## src/rtl/cache_port_arbiter_if.sv

```systemverilog
// Bundle for cache_port_arbiter: the two requester ports and the DMC_Controller CPU-side link.
// slave = arbiter side; master = the requesters plus controller (the testbench side).
interface cache_port_arbiter_if #(
    parameter int BLOCK_SIZE   = 4,
    parameter int ADDRESS_SIZE = 16
);
    // Handshake: a port holds req_valid_i and its payload steady until req_ready_o[p]
    // is high at a rising edge; that edge is the one and only acceptance of the request.
    logic [1:0]              req_valid_i;
    logic [1:0]              req_write_i;
    logic [ADDRESS_SIZE-1:0] req0_address_i;
    logic [ADDRESS_SIZE-1:0] req1_address_i;
    logic [BLOCK_SIZE-1:0]   req0_data_i;
    logic [BLOCK_SIZE-1:0]   req1_data_i;
    logic [1:0]              req_ready_o;
    logic [1:0]              resp_valid_o;
    logic [BLOCK_SIZE-1:0]   resp_data_o;
    logic                    resp_err_o;
    logic                    busy_o;
    logic                    start_o;
    logic                    read_o;
    logic                    write_o;
    logic [ADDRESS_SIZE-1:0] address_o;
    logic [BLOCK_SIZE-1:0]   data_o;
    logic                    ctrl_ready_i;
    logic [BLOCK_SIZE-1:0]   ctrl_data_i;

    modport slave (
        input  req_valid_i, req_write_i, req0_address_i, req1_address_i,
               req0_data_i, req1_data_i, ctrl_ready_i, ctrl_data_i,
        output req_ready_o, resp_valid_o, resp_data_o, resp_err_o, busy_o,
               start_o, read_o, write_o, address_o, data_o
    );

    modport master (
        output req_valid_i, req_write_i, req0_address_i, req1_address_i,
               req0_data_i, req1_data_i, ctrl_ready_i, ctrl_data_i,
        input  req_ready_o, resp_valid_o, resp_data_o, resp_err_o, busy_o,
               start_o, read_o, write_o, address_o, data_o
    );
endinterface

```

## src/rtl/cache_port_arbiter.sv

```systemverilog
// Two-port round-robin arbiter sharing one DMC_Controller CPU interface, one transaction in flight.
// Optional BUSY watchdog enabled by defining CACHE_ARB_TIMEOUT_EN (limit TIMEOUT_CYCLES).
module cache_port_arbiter #(
    parameter int BLOCK_SIZE     = 4,
    parameter int ADDRESS_SIZE   = 16,
    parameter int TIMEOUT_CYCLES = 64
) (
    input  logic                 clk_i,
    input  logic                 rst_n_i,
    cache_port_arbiter_if.slave  bus,
    output logic [1:0]           state_dbg_o
);
    typedef enum logic [1:0] {IDLE, ISSUE, BUSY, RESP} state_t;

    state_t                  state;
    logic                    last_grant;
    logic                    gnt_q;
    logic                    op_q;
    logic [ADDRESS_SIZE-1:0] addr_q;
    logic [BLOCK_SIZE-1:0]   data_q;
    logic [BLOCK_SIZE-1:0]   resp_data_q;
    logic                    gnt_c;

`ifdef CACHE_ARB_TIMEOUT_EN
    localparam logic [15:0] TIMEOUT_LAST = 16'(TIMEOUT_CYCLES - 1);
    logic [15:0] cnt;
    logic        err_q;
`endif

    // With both ports valid the winner is the one that did not complete last.
    always_comb begin
        gnt_c = 1'b0;
        case (bus.req_valid_i)
            2'b10:   gnt_c = 1'b1;
            2'b11:   gnt_c = ~last_grant;
            default: gnt_c = 1'b0;
        endcase
    end

    always_ff @(posedge clk_i or negedge rst_n_i) begin
        if (!rst_n_i) begin
            state       <= IDLE;
            last_grant  <= 1'b1;
            gnt_q       <= 1'b0;
            op_q        <= 1'b0;
            addr_q      <= '0;
            data_q      <= '0;
            resp_data_q <= '0;
`ifdef CACHE_ARB_TIMEOUT_EN
            cnt         <= '0;
            err_q       <= 1'b0;
`endif
        end else begin
            case (state)
                IDLE: begin
                    if (|bus.req_valid_i) begin
                        gnt_q  <= gnt_c;
                        op_q   <= bus.req_write_i[gnt_c];
                        addr_q <= gnt_c ? bus.req1_address_i : bus.req0_address_i;
                        data_q <= gnt_c ? bus.req1_data_i : bus.req0_data_i;
                        state  <= ISSUE;
                    end
                end
                ISSUE: begin
`ifdef CACHE_ARB_TIMEOUT_EN
                    cnt   <= '0;
                    err_q <= 1'b0;
`endif
                    state <= BUSY;
                end
                BUSY: begin
                    if (bus.ctrl_ready_i) begin
                        resp_data_q <= bus.ctrl_data_i;
                        last_grant  <= gnt_q;
                        state       <= RESP;
                    end
`ifdef CACHE_ARB_TIMEOUT_EN
                    // Ready on the same edge as expiry takes the branch above.
                    else if (cnt == TIMEOUT_LAST) begin
                        resp_data_q <= '0;
                        err_q       <= 1'b1;
                        last_grant  <= gnt_q;
                        state       <= RESP;
                    end else begin
                        cnt <= cnt + 16'd1;
                    end
`endif
                end
                RESP:    state <= IDLE;
                default: state <= IDLE;
            endcase
        end
    end

    // Ready is held low during reset so a waiting requester cannot see an acceptance.
    assign bus.req_ready_o  = (rst_n_i && state == IDLE && |bus.req_valid_i)
                              ? (gnt_c ? 2'b10 : 2'b01) : 2'b00;
    assign bus.resp_valid_o = (state == RESP) ? (gnt_q ? 2'b10 : 2'b01) : 2'b00;
    assign bus.resp_data_o  = resp_data_q;
    assign bus.busy_o       = (state != IDLE);
    assign bus.start_o      = (state == ISSUE);
    assign bus.read_o       = (state == ISSUE) && !op_q;
    assign bus.write_o      = (state == ISSUE) && op_q;
    assign bus.address_o    = addr_q;
    assign bus.data_o       = data_q;
    assign state_dbg_o      = state;

`ifdef CACHE_ARB_TIMEOUT_EN
    assign bus.resp_err_o = (state == RESP) && err_q;
`else
    assign bus.resp_err_o = 1'b0;
    // TIMEOUT_CYCLES has no effect without the watchdog; the guard only keeps it referenced.
    if (TIMEOUT_CYCLES < 2) begin : g_timeout_unused
    end
`endif
endmodule

```

## src/flat_wrapper.sv

```systemverilog
// flat-port wrapper written by rule: the top's interface ports become plain ports
module cache_port_arbiter_flat 
#(
    parameter int BLOCK_SIZE     = 4,
    parameter int ADDRESS_SIZE   = 16,
    parameter int TIMEOUT_CYCLES = 64
)
  (clk_i, rst_n_i, state_dbg_o, bus_req_valid_i, bus_req_write_i, bus_req0_address_i, bus_req1_address_i, bus_req0_data_i, bus_req1_data_i, bus_ctrl_ready_i, bus_ctrl_data_i, bus_req_ready_o, bus_resp_valid_o, bus_resp_data_o, bus_resp_err_o, bus_busy_o, bus_start_o, bus_read_o, bus_write_o, bus_address_o, bus_data_o);
  cache_port_arbiter_if #(.BLOCK_SIZE(BLOCK_SIZE), .ADDRESS_SIZE(ADDRESS_SIZE)) bus_i ();
  input  logic clk_i;
  input  logic rst_n_i;
  output logic [1:0] state_dbg_o;
  input wire logic [$bits(bus_i.req_valid_i)-1:0] bus_req_valid_i;
  input wire logic [$bits(bus_i.req_write_i)-1:0] bus_req_write_i;
  input wire logic [$bits(bus_i.req0_address_i)-1:0] bus_req0_address_i;
  input wire logic [$bits(bus_i.req1_address_i)-1:0] bus_req1_address_i;
  input wire logic [$bits(bus_i.req0_data_i)-1:0] bus_req0_data_i;
  input wire logic [$bits(bus_i.req1_data_i)-1:0] bus_req1_data_i;
  input wire logic [$bits(bus_i.ctrl_ready_i)-1:0] bus_ctrl_ready_i;
  input wire logic [$bits(bus_i.ctrl_data_i)-1:0] bus_ctrl_data_i;
  output wire logic [$bits(bus_i.req_ready_o)-1:0] bus_req_ready_o;
  output wire logic [$bits(bus_i.resp_valid_o)-1:0] bus_resp_valid_o;
  output wire logic [$bits(bus_i.resp_data_o)-1:0] bus_resp_data_o;
  output wire logic [$bits(bus_i.resp_err_o)-1:0] bus_resp_err_o;
  output wire logic [$bits(bus_i.busy_o)-1:0] bus_busy_o;
  output wire logic [$bits(bus_i.start_o)-1:0] bus_start_o;
  output wire logic [$bits(bus_i.read_o)-1:0] bus_read_o;
  output wire logic [$bits(bus_i.write_o)-1:0] bus_write_o;
  output wire logic [$bits(bus_i.address_o)-1:0] bus_address_o;
  output wire logic [$bits(bus_i.data_o)-1:0] bus_data_o;
  assign bus_i.req_valid_i = bus_req_valid_i;
  assign bus_i.req_write_i = bus_req_write_i;
  assign bus_i.req0_address_i = bus_req0_address_i;
  assign bus_i.req1_address_i = bus_req1_address_i;
  assign bus_i.req0_data_i = bus_req0_data_i;
  assign bus_i.req1_data_i = bus_req1_data_i;
  assign bus_i.ctrl_ready_i = bus_ctrl_ready_i;
  assign bus_i.ctrl_data_i = bus_ctrl_data_i;
  assign bus_req_ready_o = bus_i.req_ready_o;
  assign bus_resp_valid_o = bus_i.resp_valid_o;
  assign bus_resp_data_o = bus_i.resp_data_o;
  assign bus_resp_err_o = bus_i.resp_err_o;
  assign bus_busy_o = bus_i.busy_o;
  assign bus_start_o = bus_i.start_o;
  assign bus_read_o = bus_i.read_o;
  assign bus_write_o = bus_i.write_o;
  assign bus_address_o = bus_i.address_o;
  assign bus_data_o = bus_i.data_o;
  cache_port_arbiter #(.BLOCK_SIZE(BLOCK_SIZE), .ADDRESS_SIZE(ADDRESS_SIZE), .TIMEOUT_CYCLES(TIMEOUT_CYCLES)) u_core (.clk_i(clk_i), .rst_n_i(rst_n_i), .bus(bus_i), .state_dbg_o(state_dbg_o));
endmodule
```

## config.mk

```make
export PLATFORM = sky130hd
export DESIGN_NAME = cache_port_arbiter_flat
export DESIGN_NICKNAME = d
export VERILOG_FILES = /design/src/rtl/cache_port_arbiter_if.sv /design/src/rtl/cache_port_arbiter.sv /design/src/flat_wrapper.sv
export SDC_FILE = /design/constraint.sdc
export NUM_CORES = 1
export LEC_CHECK = 0
export BUFFER_PORTS_ARGS = -buffer_cell sky130_fd_sc_hd__buf_2
export CORE_UTILIZATION = 40
export CTS_BUF_LIST = sky130_fd_sc_hd__clkbuf_8
export DETAILED_ROUTE_END_ITERATION = 10
export PLACE_DENSITY = 0.77
export SETUP_SLACK_MARGIN = 0.15
export SYNTH_ARGS = -nofsm -noshare
export SYNTH_HDL_FRONTEND = slang
export SYNTH_SLANG_ARGS = --single-unit
```

## constraint.sdc

```tcl
create_clock -name clk_i -period 1.3 [get_ports clk_i]
set_input_delay 0.13 -clock clk_i [delete_from_list [all_inputs] [get_ports clk_i]]
set_output_delay 0.13 -clock clk_i [all_outputs]
set_load 0.02 [all_outputs]
```

==> flow_summary.json, run 1 <==
{
  "vias_per_cell": 4.83,
  "nets": 319,
  "grt_pass1_wl_um": 6100,
  "clk_latency_ns": 0.28,
  "synth_area_leaders": "dfrtp_1, a21oi_1, nand2_1, nor2_1, mux2_2",
  "clock_skew_ns": 0.00386,
  "ioPinCount": 86,
  "pwr-share-clk_pct": 11.3,
  "swShare_pct": 41.4,
  "start_util_pct": 42.0,
  "cts_buffer_depth": 2,
  "setup_violations": 37,
  "vias": 1497,
  "dp_slack_ns": -0.149,
  "cts.sinks": 29,
  "cp-end-kind": "primary output",
  "antenna_found_initial": 0,
  "grt_pass1_vias": 1388,
  "rsz0062_at_grt": "yes",
  "cpMostUsedCell": "buf_6",
  "cts_tree": "yes",
  "p_leak_nw": 1.20,
  "portBuffers": 84,
  "p_sw_mw": 2.52,
  "die-height_um": 61.2,
  "path_buf_inv": 3,
  "htree_levels": 2,
  "fmax_ghz": 0.643,
  "die_x_um": 61.2,
  "drt_iter0_markers": 72,
  "areaGrowthSynthToFinish_pct": 70.2,
  "finalPower_mw": 6.09,
  "wl_per_cell_um": 13.9,
  "p_int_mw": 3.57,
  "rows": 21,
  "fillerInstances": 275,
  "drive_gt1_share_pct": 55.7,
  "ir_drop_mv": 1.43,
  "seq_area_frac_synth_pct": 51.8,
  "routed_wl_um": 4310,
  "grt_start_max_net_pins": 23,
  "gp_congestion": 0.702,
  "crit_required_ns": 1.17,
  "start_kind": "flip-flop",
  "powerDensity_mw_per_mm2": 2550,
  "coreArea_mm2": 0.00334,
  "ys_types": 21,
  "yosysWarnings": 0,
  "cp_data_arrival_time_ns": 1.43,
  "violations": "setup timing",
  "period_minus_slack_ns": 1.56,
  "drc": 0,
  "synth.top_cell.area_share_pct": 50.0,
  "syn_nets": 210,
  "track_usage_pct": 23.0,
  "cpPeakStageDelay_ns": 0.41,
  "status": "finished with violations",
  "report.final.hold_viol_count": 0,
  "final_max_slew_viol_count": 0,
  "setup_ws_ns": -0.255,
  "antenna_cells": 0,
  "slowest_stage": "dfrtp_2",
  "p_comb_share_pct": 61.1,
  "grt_overflow_total": 0,
  "syn-cell-area_mm2": 0.00140,
  "antenna_left": 0,
  "worst-path-max-fanout": 3,
  "worstPathCellList": "inv_2 -> ha_4 -> buf_6 -> o21a_1 -> and3_4 -> buf_6",
  "dieArea_mm2": 0.00375,
  "cts_buffers": 5,
  "cts-root-buf": "clkbuf_8",
  "synthCells": 154,
  "fin_crit_sh_pct": 120,
  "crit_type": "flip-flop to primary output",
  "crit_family": "flip-flops",
  "ys_ff_latch": 29,
  "power_frac_seq_pct": 27.6,
  "dp_hpwl_um": 2810,
  "max_cap_viol_count": 0,
  "postSynthAreaPerCell_um2": 9.11,
  "yosys.area.top_type": "dfrtp_1",
  "hold_path.class": "input pin to flip-flop",
  "clkSlewWorstSetupHoldPaths_ns": 0.06,
  "firstDrtPassIters": 4
}
-- logic make-up after synthesis --
kind of cell,Yosys count,share of synthesized area [%]
compound gates,49,18.8
fa+ha+maj,5,4.46
buf+inv,13,4.82
flops,29,51.8
mux,6,4.82
other cells,1,0.267
simple gates,51,15.0
-- per-layer routing --
metal | vias up | part of all wire, % | wire (um) | GRT usage, %
met2 | 67 | 51 | 2200 | 38.7
li1 | 728 | - | - | -
met5 | - | 0 | 0 | 0
met1 | 691 | 41 | 1760 | 27.6
met3 | 11 | 6.2 | 269 | 5.46
met4 | 0 | 1.9 | 82 | 11.7
-- layout make-up --
cell class / instances / area [um2] / area share, %
sequential: 29 / 729 / 30.6
tap: 46 / 57.6 / 2.41
inverter: 4 / 15.0 / 0.629
multi-input combinational: 112 / 743 / 31.1
clock buffer: 5 / 68.8 / 2.88
timing repair buffer: 111 / 762 / 31.9
clock inverter: 3 / 11.3 / 0.472
-- power groups by stage --
stage,registers (mW),clock network [mW],logic (mW)
2_1_floorplan,2.17,0,1.27
3_3_place_gp,1.64,0,2.70
3_5_place_dp,1.65,0,2.77
4_1_cts,1.65,0.695,3.48
5_1_grt,1.73,0.731,4.03
6_report,1.68,0.686,3.72
-- sequential cells by signal, summed over array words and instances (netlist names) --
signal and flops:
u_core.bus.address_o 16, u_core.bus.data_o 4, u_core.bus.resp_data_o 4, u_core.gnt_q 1, u_core.last_grant 1, u_core.op_q 1, u_core.state_dbg_o 2
-- timing repair --
action | in CTS | in global routing
hold endpoints to repair | 7 | 0
pin swaps | 4 | 1
setup buffers | 4 | 4
hold buffers | 2 | 0
gates resized for setup | 43 | 14
cloned | 2 | 0
endpoints found under the setup margin | 38 | 39
-- worst paths after layout --
check	start	to	slack (ns)	cells past startpoint
max	u_core.state_dbg_o[0]	bus_req_ready_o[0]	-0.26	6
min	bus_req_write_i[0]	u_core.op_q	0.07	3
max reg2reg	u_core.state_dbg_o[0]	u_core.bus.address_o[0]	-0.19	8
min reg2reg	u_core.bus.resp_data_o[1]	u_core.bus.resp_data_o[1]	0.51	1
max in group asynchronous	rst_n_i	u_core.last_grant	0.55	3
min in group asynchronous	rst_n_i	u_core.bus.data_o[2]	0.35	2
-- through the flow --
stage | area (um2) | utilization (%) | hold WS [ns] | instances | TNS (ns)
6_report | 2390 | 71.5 | 0.0741 | 310 | -3.85
5_1_grt | 2390 | 71.5 | 0.0760 | 310 | -5.88
3_5_place_dp | 1970 | 59.1 | 0.00797 | 290 | -0.706
2_1_floorplan | 1450 | - | -0.166 | 154 | -0.145
3_3_place_gp | 1970 | 59.1 | 0.00202 | 290 | -0.0720
4_1_cts | 2310 | 69.1 | 0.0688 | 306 | -3.14
-- Yosys cell counts, drive strengths merged --
master   n
o21a     1
nor2b    2
nand2   23
a21oi   43
a21bo    1
dfrtp   28
inv      4
and3     2
nor2    21
o32a     1
conb     1
dfstp    1
nor3b    1
buf      9
and2     2
a21boi   1
mux2     6
o21ai    2
ha       5
-- placed cells by master, fill, tap and decap left out --
master,netlist,layout
nand2_1,23,22
nor3b_1,1,1
ha_4,0,4
mux2_2,6,1
buf_12,0,1
dlygate4sd3_1,0,2
clkbuf_8,0,5
o21ai_1,1,1
o21a_1,1,1
dfrtp_2,0,2
inv_1,4,4
a21oi_1,43,41
o21ai_0,1,1
a21oi_2,0,2
bufbuf_16,0,1
and3_1,2,1
nor2_2,0,7
dfrtp_1,28,26
nand2_8,0,1
o32a_1,1,1
mux2_4,0,5
nor2_1,21,14
a21boi_2,1,1
and3_4,0,1
buf_4,3,15
buf_2,6,74
dfstp_2,1,1
inv_2,0,3
ha_1,5,1
buf_8,0,1
a21bo_2,1,1
nor2b_4,0,2
conb_1,1,1
and2_4,0,2
buf_6,0,17
-- worst reg2reg max path, stage by stage (launching register included) --
cell and delay, ns:
dfrtp_2 0.41, inv_2 0.09, ha_4 0.14, buf_6 0.09
o21a_1 0.12, buf_4 0.15, bufbuf_16 0.26, nor2_1 0.04
a21oi_1 0.10
(Power assumes the default switching activity.)
==> inputs of run 2 (changes only) <==
--- a/config.mk
+++ b/config.mk
@@ -11,6 +11,8 @@
 export DETAILED_ROUTE_END_ITERATION = 10
 export PLACE_DENSITY = 0.77
 export SETUP_SLACK_MARGIN = 0.15
+export SKIP_CTS_REPAIR_TIMING = 1
+export SLEW_MARGIN = 0
 export SYNTH_ARGS = -nofsm -noshare
 export SYNTH_HDL_FRONTEND = slang
 export SYNTH_SLANG_ARGS = --single-unit
==> flow_summary.json, run 2 (synthesis gave the netlist of run 1 again) <==
{
  "p_leak_nw": 1.17,
  "swShare_pct": 43.3,
  "dp_slack_ns": -0.149,
  "fillerInstances": 261,
  "cts_tree": "yes",
  "pwr-share-clk_pct": 11.2,
  "track_usage_pct": 20.9,
  "max_cap_viol_count": 0,
  "portBuffers": 84,
  "period_minus_slack_ns": 1.56,
  "p_int_mw": 3.46,
  "fin_util_pct": 72.9,
  "dp_cells": 290,
  "setup_ws_ns": -0.265,
  "crit_family": "flip-flops",
  "start_util_pct": 42.0,
  "firstDrtPassIters": 4,
  "areaGrowthSynthToFinish_pct": 73.4,
  "antenna_cells": 0,
  "ff2ff_setup_slack_ns": -0.16,
  "drc": 0,
  "grt_pass1_wl_um": 5530,
  "cts.sinks": 29,
  "wl_per_cell_um": 14.0,
  "mostFrequentLayoutCell": "buf_2",
  "hold_path.class": "input pin to flip-flop",
  "largest_register_ffs": 16,
  "violations": "setup timing",
  "hold_path.startpoint": "bus_req0_address_i[15]",
  "crit_type": "flip-flop to primary output",
  "drive_gt1_share_pct": 64.8,
  "grt_start_max_net_pins": 23,
  "fin_crit_sh_pct": 120,
  "seqCellArea_um2": 729,
  "start_kind": "flip-flop",
  "cts_buffers": 5,
  "p_sw_mw": 2.64,
  "report.final.hold_viol_count": 0,
  "vias": 1518,
  "worstPathCellList": "inv_2 -> ha_4 -> buf_6 -> o21a_4 -> and3_4 -> buf_6",
  "power_frac_seq_pct": 28.7,
  "cts-root-buf": "clkbuf_8",
  "fmax_ghz": 0.639,
  "reg2reg_depth": 5,
  "final_max_slew_viol_count": 0,
  "ir_drop_mv": 1.36,
  "clk_latency_ns": 0.28,
  "vias_per_cell": 4.94,
  "worst-path-max-fanout": 4,
  "min_path_cells": 3,
  "grt_pass1_vias": 1277,
  "worstReg2RegStart": "u_core.state_dbg_o[1]",
  "ioPinCount": 86,
  "antenna_found_initial": 0,
  "routed_wl_um": 4290,
  "hold_end": "u_core.bus.address_o[15]",
  "rsz0062_at_grt": "yes",
  "htree_levels": 2,
  "fin_cells": 307,
  "coreArea_mm2": 0.00334,
  "cp_data_arrival_time_ns": 1.43,
  "multiInputGateArea_um2": 838,
  "antenna_left": 0,
  "die-height_um": 61.2,
  "powerDensity_mw_per_mm2": 2510,
  "rows": 21,
  "nets": 316,
  "cp-end-kind": "primary output",
  "crit_required_ns": 1.17,
  "cts_buffer_depth": 2,
  "dp_hpwl_um": 2810,
  "dieArea_mm2": 0.00375,
  "clkSlewWorstSetupHoldPaths_ns": 0.06,
  "layout_common_cells": "buf_2, dfrtp_1, a21oi_1",
  "gp_congestion": 0.702,
  "rr_endpoint": "u_core.state_dbg_o[1]",
  "die_x_um": 61.2,
  "drt_iter0_markers": 49,
  "setup_violations": 28,
  "path_buf_inv": 3,
  "grt_overflow_total": 0,
  "clock_skew_ns": 0.00308,
  "p_comb_share_pct": 60.1,
  "status": "finished with violations",
  "slowest_stage": "dfrtp_2",
  "cpMostUsedCell": "buf_6",
  "cpPeakStageDelay_ns": 0.43
}
run 2: cell count changes in the layout (fill, tap and decap cells not counted), moves of 4 or more:
cell,delta
a21oi_1,-16
a21oi_2,+14
nor2_4,+9
nor2_1,-8
mux2_2,+5
mux2_4,-5
buf_6,-4
run 2: worst reg2reg max path, cell delays in order (launching register included):
cell and delay [ns]:
dfrtp_2 0.43, inv_2 0.08, ha_4 0.14, nor3b_1 0.35, a21oi_2 0.07, mux2_2 0.28
run 2: per-stage QoR:
step | instance area, um2 | hold slack, ns | power, mW | TNS (ns)
after global placement | 1970 | 0.00202 | 4.34 | -0.0720
after detailed placement | 1970 | 0.00797 | 4.42 | -0.706
after floorplan | 1450 | -0.166 | 3.44 | -0.145
after CTS | 2050 | -0.300 | 5.12 | -2.76
after global routing | 2430 | 0.0715 | 6.49 | -4.03
final | 2430 | 0.0789 | 6.09 | -2.30
run 2: worst max-delay path by stage:
stage / startpoint / to / slack (ns) / depth (start not counted)
after floorplan: u_core.state_dbg_o[0] / u_core.state_dbg_o[1] / -0.13 / 5
after global placement: u_core.state_dbg_o[1] / u_core.state_dbg_o[1] / -0.05 / 5
after detailed placement: u_core.state_dbg_o[1] / u_core.state_dbg_o[1] / -0.15 / 5
after CTS: u_core.state_dbg_o[1] / bus_req_ready_o[0] / -0.36 / 6
after global routing: u_core.state_dbg_o[1] / bus_req_ready_o[0] / -0.32 / 6
final: u_core.state_dbg_o[1] / bus_req_ready_o[0] / -0.26 / 6
run 2: cell type report:
class | instances | share of cell area (%)
well taps | 46 | 2.37
clock inverters | 3 | 0.463
repair buffers | 108 | 29.2
clock buffers | 5 | 2.83
inverters | 4 | 0.720
flip-flops and latches | 29 | 30.0
multi-input cells | 112 | 34.5
run 2: layer usage:
| layer | GRT usage [%] | share of wire (%) | vias up |
|---|---|---|---|
| li1 | - | - | 727 |
| met1 | 25.3 | 42 | 710 |
| met2 | 33.7 | 50 | 77 |
| met3 | 5.46 | 7.1 | 4 |
| met4 | 11.7 | 0.89 | 0 |
| met5 | 0 | 0 | - |
run 2: power groups by stage:
| stage | sequential, mW | clock, mW | combinational, mW |
|---|---|---|---|
| 6_report | 1.75 | 0.682 | 3.67 |
| 2_1_floorplan | 2.17 | 0 | 1.27 |
| 3_5_place_dp | 1.65 | 0 | 2.77 |
| 3_3_place_gp | 1.64 | 0 | 2.70 |
| 4_1_cts | 1.65 | 0.695 | 2.78 |
| 5_1_grt | 1.80 | 0.733 | 3.96 |
==> inputs of run 3 (changes only) <==
--- a/config.mk
+++ b/config.mk
@@ -6,10 +6,10 @@
 export NUM_CORES = 1
 export LEC_CHECK = 0
 export BUFFER_PORTS_ARGS = -buffer_cell sky130_fd_sc_hd__buf_2
-export CORE_UTILIZATION = 40
+export CORE_UTILIZATION = 25
 export CTS_BUF_LIST = sky130_fd_sc_hd__clkbuf_8
 export DETAILED_ROUTE_END_ITERATION = 10
-export PLACE_DENSITY = 0.77
+export PLACE_DENSITY = 0.52
 export SETUP_SLACK_MARGIN = 0.15
 export SKIP_CTS_REPAIR_TIMING = 1
 export SLEW_MARGIN = 0
==> flow_summary.json, run 3 (synthesis gave the netlist of run 1 again) <==
{
  "cts_buffer_depth": 2,
  "cts_tree": "yes",
  "setup_violations": 9,
  "seqCellArea_um2": 729,
  "hold_path.class": "input pin to flip-flop",
  "dp_slack_ns": -0.0878,
  "p_leak_nw": 1.10,
  "cp_data_arrival_time_ns": 1.33,
  "routed_wl_um": 4070,
  "portBuffers": 84,
  "use_met1_pct": 18.5,
  "start_util_pct": 26.6,
  "setup_ws_ns": -0.159,
  "ioPinCount": 86,
  "grt_overflow_total": 0,
  "clk_latency_ns": 0.28,
  "rr_endpoint": "u_core.state_dbg_o[1]",
  "dp_cells": 312,
  "coreArea_mm2": 0.00527,
  "crit_type": "flip-flop to primary output",
  "path_buf_inv": 2,
  "dp_hpwl_um": 2870,
  "fillerInstances": 574,
  "power_frac_seq_pct": 30.0,
  "status": "finished with violations",
  "wl_per_cell_um": 12.7,
  "start_kind": "flip-flop",
  "areaGrowthSynthToFinish_pct": 62.4,
  "antenna_cells": 0,
  "fin_cells": 321,
  "p_sw_mw": 2.37,
  "slowest_stage": "dfrtp_2",
  "drive_gt1_share_pct": 57.4,
  "vias": 1422,
  "firstDrtPassIters": 4,
  "worstPathCellList": "inv_2 -> ha_4 -> o21a_4 -> and3_4 -> buf_6",
  "multiInputGateArea_um2": 741,
  "grt_start_max_net_pins": 23,
  "layout_common_cells": "buf_2, a21oi_1, dfrtp_1",
  "largest_register_ffs": 16,
  "violations": "setup timing",
  "cts.sinks": 29,
  "cpPeakStageDelay_ns": 0.43,
  "gp_congestion": 0.723,
  "ir_drop_mv": 0.755,
  "crit_required_ns": 1.17,
  "clkSlewWorstSetupHoldPaths_ns": 0.07,
  "cp-end-kind": "primary output",
  "worstReg2RegStart": "u_core.state_dbg_o[1]",
  "powerDensity_mw_per_mm2": 2420,
  "reg2reg_depth": 5,
  "pwr-share-clk_pct": 12.6,
  "period_minus_slack_ns": 1.46,
  "max_cap_viol_count": 0,
  "antenna_left": 0,
  "hold_end": "u_core.bus.data_o[2]",
  "busiest_layer": "met2",
  "grt_pass1_wl_um": 6820,
  "fin_crit_sh_pct": 112,
  "worst-path-max-fanout": 4,
  "cts_buffers": 5,
  "hold_path.startpoint": "bus_req0_data_i[2]",
  "p_comb_share_pct": 57.4,
  "min_path_cells": 3,
  "hold_ws_ns": 0.0778,
  "finalPower_mw": 5.50,
  "antenna_found_initial": 0,
  "crit_family": "flip-flops",
  "track_usage_pct": 14.8,
  "drt_iter0_markers": 52,
  "swShare_pct": 43.1,
  "htree_levels": 2,
  "die-height_um": 76.9,
  "grt_use_met2_pct": 23.8,
  "dieArea_mm2": 0.00591,
  "p_int_mw": 3.13,
  "cts-root-buf": "clkbuf_8",
  "grt_pass1_vias": 1415,
  "nets": 306,
  "report.final.hold_viol_count": 0,
  "clock_skew_ns": 0.00833,
  "mostFrequentLayoutCell": "buf_2",
  "fmax_ghz": 0.686,
  "final_max_slew_viol_count": 0,
  "die_x_um": 76.9,
  "vias_per_cell": 4.43,
  "ff2ff_setup_slack_ns": -0.10,
  "crit_cells": 5,
  "use_met3_pct": 4.76,
  "rsz0062_at_grt": "yes",
  "drc": 0,
  "rows": 26
}
-- run 3: cell count changes in the layout (fill, tap and decap cells not counted), sizes merged --
cell and delta:
clkbuf -1, dlygate4sd3 -1, clkinv +2, inv -2, buf -8
-- run 3: layout make-up --
type                            count  share of cell area (%)
Clock inverter                      3                   0.604
Tap cell                           70                    3.85
Multi-Input combinational cell    112                    32.5
Timing Repair Buffer               98                    27.3
Inverter                            4                   0.659
Sequential cell                    29                    32.0
Clock buffer                        5                    3.02
-- run 3: worst reg2reg max path, delay by kind of cell, from the launching register on --
| family | cells | cell delay, ns |
|---|---|---|
| AOI/OAI and AO/OA | 1 | 0.19 |
| adders and majority gates | 1 | 0.16 |
| buffers and inverters | 1 | 0.06 |
| DFF | 1 | 0.39 |
| muxes | 1 | 0.35 |
| and+or+nand+nor | 1 | 0.14 |
-- run 3: layer usage --
| metal | up-vias | share of wire, % |
|---|---|---|
| li1 | 703 | - |
| met1 | 662 | 46 |
| met2 | 55 | 48 |
| met3 | 2 | 6.0 |
| met4 | 0 | 0.49 |
| met5 | - | 0 |
-- run 3: through the flow --
step | utilization (%) | instance area (um2) | setup TNS [ns]
finish | 43.2 | 2280 | -0.932
global route | 43.2 | 2280 | -2.70
CTS | 40.3 | 2120 | -1.61
detailed placement | 38.7 | 2040 | -0.0913
global placement | 38.7 | 2040 | -0.0635
floorplan | - | 1450 | -0.145
-- run 3: worst max path at each step --
| stage | slack, ns | end | from |
|---|---|---|---|
| floorplan | -0.13 | u_core.state_dbg_o[1] | u_core.state_dbg_o[0] |
| global placement | -0.06 | u_core.state_dbg_o[1] | u_core.state_dbg_o[1] |
| detailed placement | -0.09 | u_core.state_dbg_o[1] | u_core.state_dbg_o[1] |
| CTS | -0.29 | bus_req_ready_o[0] | u_core.state_dbg_o[1] |
| global route | -0.22 | bus_req_ready_o[0] | u_core.state_dbg_o[1] |
| finish | -0.16 | bus_req_ready_o[0] | u_core.state_dbg_o[1] |
-- run 3: power groups by stage --
stage | Clock [mW] | Combinational (mW) | Sequential (mW)
floorplan | 0 | 1.27 | 2.17
global placement | 0 | 2.86 | 1.65
detailed placement | 0 | 2.89 | 1.66
CTS | 0.730 | 2.89 | 1.65
global route | 0.777 | 3.48 | 1.72
finish | 0.693 | 3.16 | 1.65
